==> src/rtl/rsa_op_sequencer.sv <==
// Sequences the RSA core through keygen (start/fin1), key load (start1) and exponentiation (start2/finish).
// Optional RSA_SEQ_TIMEOUT_EN aborts a stalled keygen/exponentiation wait with resp_err.
module rsa_op_sequencer #(
    parameter int DATA_W         = 16,
    parameter int PRIME_W        = 8,
    parameter int GAP_CYCLES     = 4,
    parameter int TIMEOUT_CYCLES = 1024
) (
    input  logic               clk,
    input  logic               rst_n,
    input  logic               req_valid,
    output logic               req_ready,
    input  logic [DATA_W-1:0]  req_msg,
    input  logic [PRIME_W-1:0] req_p,
    input  logic [PRIME_W-1:0] req_q,
    input  logic               req_reuse_key,
    output logic               resp_valid,
    input  logic               resp_ready,
    output logic [DATA_W-1:0]  resp_data,
    output logic [DATA_W-1:0]  resp_n,
    output logic [PRIME_W-1:0] resp_ekey,
    output logic [DATA_W-1:0]  resp_dkey,
    output logic               resp_err,
    output logic [DATA_W-1:0]  core_input,
    output logic [PRIME_W-1:0] core_p,
    output logic [PRIME_W-1:0] core_q,
    output logic               core_start,
    output logic               core_start1,
    output logic               core_start2,
    input  logic [DATA_W-1:0]  core_output,
    input  logic [DATA_W-1:0]  core_n,
    input  logic [PRIME_W-1:0] core_ekey,
    input  logic [DATA_W-1:0]  core_dkey,
    input  logic               core_fin1,
    input  logic               core_finish
);
    localparam int GAP_EFF = (GAP_CYCLES < 1) ? 1 : GAP_CYCLES;
    localparam int GAP_W   = $clog2(GAP_EFF + 1);

    typedef enum logic [2:0] {IDLE, KEYGEN, LOAD, GAP, RUN, DONE} state_t;

    state_t             state, state_nxt;
    logic               first;
    logic [GAP_W-1:0]   gap_cnt;
    logic               key_cached;
    logic [PRIME_W-1:0] cached_p, cached_q;
    logic               accept, reuse_hit, keygen_done, run_done, timeout, timed_out;

    assign accept      = req_valid && (state == IDLE);
    assign reuse_hit   = req_reuse_key && key_cached && (req_p == cached_p) && (req_q == cached_q);
    // The core's done levels are only trusted after our own start pulse has been seen.
    assign keygen_done = (state == KEYGEN) && !first && core_fin1;
    assign run_done    = (state == RUN) && !first && core_finish;
    assign timed_out   = timeout && !keygen_done && !run_done;

`ifdef RSA_SEQ_TIMEOUT_EN
    localparam int WAIT_W = $clog2(TIMEOUT_CYCLES + 1);
    logic [WAIT_W-1:0] wait_cnt;

    assign timeout = ((state == KEYGEN) || (state == RUN)) && (wait_cnt == WAIT_W'(TIMEOUT_CYCLES - 1));

    always_ff @(posedge clk or negedge rst_n) begin
        if (!rst_n) begin
            wait_cnt <= '0;
            resp_err <= 1'b0;
        end else begin
            if ((state == KEYGEN || state == RUN) && !keygen_done && !run_done)
                wait_cnt <= wait_cnt + WAIT_W'(1);
            else
                wait_cnt <= '0;
            if (accept)
                resp_err <= 1'b0;
            else if (timed_out)
                resp_err <= 1'b1;
        end
    end
`else
    assign timeout  = 1'b0;
    assign resp_err = 1'b0;
`endif

    always_ff @(posedge clk or negedge rst_n) begin
        if (!rst_n) begin
            state   <= IDLE;
            first   <= 1'b0;
            gap_cnt <= '0;
        end else begin
            state   <= state_nxt;
            first   <= (state_nxt != state);
            gap_cnt <= (state == GAP) ? gap_cnt + GAP_W'(1) : '0;
        end
    end

    always_comb begin
        state_nxt   = state;
        req_ready   = 1'b0;
        resp_valid  = 1'b0;
        core_start  = 1'b0;
        core_start1 = 1'b0;
        core_start2 = 1'b0;
        case (state)
            IDLE: begin
                req_ready = 1'b1;
                if (req_valid) state_nxt = reuse_hit ? LOAD : KEYGEN;
            end
            KEYGEN: begin
                core_start = first;
                if (keygen_done)    state_nxt = LOAD;
                else if (timed_out) state_nxt = DONE;
            end
            LOAD: begin
                core_start1 = 1'b1;
                state_nxt   = GAP;
            end
            GAP: begin
                if (gap_cnt == GAP_W'(GAP_EFF - 1)) state_nxt = RUN;
            end
            RUN: begin
                core_start2 = first;
                if (run_done || timed_out) state_nxt = DONE;
            end
            DONE: begin
                resp_valid = 1'b1;
                if (resp_ready) state_nxt = IDLE;
            end
            default: state_nxt = IDLE;
        endcase
    end

    always_ff @(posedge clk or negedge rst_n) begin
        if (!rst_n) begin
            core_input <= '0;
            core_p     <= '0;
            core_q     <= '0;
            resp_data  <= '0;
            resp_n     <= '0;
            resp_ekey  <= '0;
            resp_dkey  <= '0;
            key_cached <= 1'b0;
            cached_p   <= '0;
            cached_q   <= '0;
        end else begin
            if (accept) begin
                core_input <= req_msg;
                core_p     <= req_p;
                core_q     <= req_q;
            end
            if (keygen_done) begin
                resp_n     <= core_n;
                resp_ekey  <= core_ekey;
                resp_dkey  <= core_dkey;
                key_cached <= 1'b1;
                cached_p   <= core_p;
                cached_q   <= core_q;
            end
            if (run_done) resp_data <= core_output;
            if (timed_out) begin
                resp_data  <= '0;
                key_cached <= 1'b0;
            end
        end
    end
endmodule

==> config.mk <==
export PLATFORM = sky130hd
export DESIGN_NAME = rsa_op_sequencer
export DESIGN_NICKNAME = d
export VERILOG_FILES = /design/src/rtl/rsa_op_sequencer.sv
export SDC_FILE = /design/constraint.sdc
export NUM_CORES = 1
export LEC_CHECK = 0
export ABC_AREA = 1
export BUFFER_PORTS_ARGS = -buffer_cell sky130_fd_sc_hd__clkbuf_2
export CORE_MARGIN = 2
export CORE_UTILIZATION = 46
export CTS_CLUSTER_SIZE = 28
export DETAILED_ROUTE_END_ITERATION = 8
export PLACE_DENSITY_LB_ADDON = 0.3
export SETUP_SLACK_MARGIN = 0.02
export SYNTH_ARGS = -nofsm -noshare
export SYNTH_HDL_FRONTEND = slang
export SYNTH_SLANG_ARGS = --single-unit
==> constraint.sdc <==
create_clock -name clk -period 1.7 [get_ports clk]
set_input_delay 0.17 -clock clk [delete_from_list [all_inputs] [get_ports clk]]
set_output_delay 0.17 -clock clk [all_outputs]
set_load 0.005 [all_outputs]
==> summary.md <==
| Metric | Value |
|---|---|
| Reg-to-reg startpoint | `state[1]` |
| IO buf count | `around 190` |
| Worst Reg-to-Reg Cells | `6` |
| Final period demand of the worst path | `~1500 ps` |
| Fraction of post-synthesis cell area in the top cell type by area | `0.5876` |
| GP Congestion | `around 0.85` |
| Vias in the first global route | `3,807` |
| Core Box Area | `around 10,000 um2` |
| Synth Warn # | `0` |
| Worst-path maximum fanout | `8` |
| Routed vias | `3,777` |
| Hold Path End | `resp_data[13]` |
| Synth area leader | `dfrtp_1` |
| CP Data Arrival Time | `around 1800 ps` |
| Nets | `~780` |
| Wire per inst | `approximately 13 um` |
| Setup TNS | `0 ps` |
| Hold path startpoint | `core_output[13]` |
| FF-to-FF End | `core_input[9]` |
| DR iter-0 viols | `150` |
| Leakage dissipation | `3.535 nW` |
| Fmax | `around 650 MHz` |
| CP Launch Type | `register` |
| Clock buffer depth | `2` |
| Hpwl dp | `7883 um` |
| Clk Latency, worst-skew pair | `370 ps` |
| Total Wirelength | `between 10,000 and 15,000 um` |
| Cells after Synth | `476` |
| Layout Skew | `approximately 16 ps` |
| Seq/Total Area, Yosys | `0.5876` |
| FF-to-FF setup slack | `160 ps` |
| Slew @ Worst Pin | `just over 500 ps` |
| Most common flop cell mapped by yosys | `dfrtp_1` |
| Syn Nets | `around 570` |
| Aggregate global-route resource usage | `0.2009` |
| Initial antenna violation count | `0` |
| Synthesized area per cell | `between 10 and 15 um2` |
| DRC violations left | `0` |
| Initial core utilization | `0.4683` |
| Status | `completed` |
| Largest cells by area after synthesis | `dfrtp_1, mux2_2, nand2_1` |
| CTS sink cnt | `around 110` |
| Final core occ | `0.6243` |
| Kind of end point of the critical path | `register` |
| Pwr dens | `1534 nW/um2` |
| Drt pass-1 iters | `5` |
| Slew HR | `0.6574` |
| RSZ-0062 raised after global routing | `no` |
| Die area | `about 11,000 um2` |
| Unique cell type count in the Yosys netlist | `24` |
| WS Path Type | `register to register` |
| Max Slew Vio Count | `0` |
| Io pins | `between 150 and 200` |
| Flip-flop and latch count after synthesis | `~110` |
| Max Cap Violations | `0` |
| Top-count cell post-synth | `nand2_1` |
| H-tree levels | `3` |
| CTS tree | `done` |
| Setup-failing EPs final | `0` |
| Maximum VDD drop | `between 700 and 800 uV` |
| Overflow after GRT | `0` |
| TritonCTS Buffers | `9` |
| Mapped cell area | `about 4800 um2` |
| Post-synth EDFFs | `0` |
| Hold Path Class | `input pin to register` |
| Row count | `37` |
| Reg clk slew, reported paths | `between 100 and 150 ps` |
| Req. time, crit path | `~2000 ps` |
| Share of layout cells above drive strength 1 | `0.4035` |
| First-pass GRT wire length | `about 18,000 um` |
| Fin crit share | `0.9067` |
| Die Wd | `roughly 110 um` |
| Root Buffer | `clkbuf_8` |
| P&R area growth vs syn | `33.32%` |
| Post-synth ARST share | `1.000` |
| Die Y | `105.8 um` |
| Final-report hold violation count | `0` |
| Antenna viol nets, final | `0` |
| Vias per std cell | `between 4 and 5` |
| Ant diodes | `0` |
| Largest net degree at the start of global routing | `41` |
| Worst Hold Path Cells | `2` |
| Commonest cells post-synth | `nand2_1, dfrtp_1, inv_1, mux2_2, o21ai_0` |
## worst max-delay path: stages, from the launching register on
cell and delay, ps:
dfrtp_2 480, nor2_4 160, nand2_1 110, nor2_4 270, clkinvlp_4 250, nand2_1 110, nand2_1 60
## report_power, final
group          switching, W  internal, W
registers          0.000679      0.00379
logic               0.00164      0.00174
clock network      0.000884      0.00102
## worst max-delay path by stage
stage	from	to	slack [ps]	depth (start not counted)
floorplan	state[2]	resp_ekey[0]	190	6
global placement	state[1]	core_input[2]	220	6
detailed placement	state[1]	core_input[12]	120	6
CTS	state[1]	req_ready	70	4
global route	state[2]	core_input[9]	40	6
finish	state[1]	core_input[9]	160	6
## area by class of cell
| cell class | instances | area, um2 |
|---|---|---|
| well taps | 136 | 170.2 |
| clock buffers | 10 | 137.6 |
| multi-input cells | 290 | 1674 |
| fillers | 874 | 3826 |
| clock inverters | 6 | 113.9 |
| repair inverters | 1 | 7.507 |
| repair buffers | 213 | 1231 |
| flip-flops and latches | 112 | 2806 |
| inverters | 57 | 217.7 |
## per-layer routing
| metal | wire length (um) | track usage |
|---|---|---|
| met2 | 5674 | 0.3484 |
| met5 | 0 | 0 |
| met4 | 143 | 0.07519 |
| met1 | 4460 | 0.2444 |
| met3 | 635 | 0.04576 |
## stage by stage
| step | setup WS, ps | cell area, um2 | total power [W] | hold WS (ps) | cells |
|---|---|---|---|---|---|
| CTS | 72.67 | 6296 | 0.009835 | 1.951 | 820 |
| floorplan | 194.2 | 4770 | 0.006273 | -125.6 | 476 |
| global route | 41.57 | 6359 | 0.01052 | -2.562 | 825 |
| detailed placement | 115.5 | 5894 | 0.007868 | 182.3 | 789 |
| finish | 158.7 | 6359 | 0.009755 | 16.90 | 825 |
| global placement | 224.4 | 5894 | 0.007690 | 173.3 | 789 |
## cell usage in the layout, fill, tap and decap left out, types with 3 or more instances in the layout
cell           count
bufinv_16          3
nor3_1             3
o21ai_0           35
clkbuf_8          10
clkbuf_2         186
nor2_1            23
clkinvlp_4         4
inv_1             55
buf_4              4
dlygate4sd3_1     19
dfrtp_1          109
mux2_2            51
buf_12             4
nand3_1           12
dfrtp_2            3
nand2_1          147
mux2_4             5
## kinds of logic (layout without fill, tap and decap cells)
family	after synthesis	in the layout	share of synthesized area
AOI/OAI and AO/OA	37	37	0.03961
xor gates and xnor gates	3	3	0.005510
adders and majority gates	2	2	0.005246
buffers and inverters	74	287	0.06453
DFF	112	112	0.5876
muxes	56	56	0.1361
other	1	1	0.0007862
and+or+nand+nor	191	191	0.1605
## sequential cells by signal, summed over array words and instances, names as in the netlist
name / flops
cached_p: 8
cached_q: 8
core_input: 16
core_p: 8
core_q: 8
first: 1
gap_cnt: 3
key_cached: 1
resp_data: 16
resp_dkey: 16
resp_ekey: 8
resp_n: 16
state: 3
## what timing repair did
item / 4_1_cts / 5_1_grt
resized for setup: 0 / 7
hold buffers: 15 / 4
endpoints found under the setup margin: 0 / 19
setup buffers: 0 / 0
hold endpoints to repair: 49 / 4
Power figures use the tool's default switching activity.
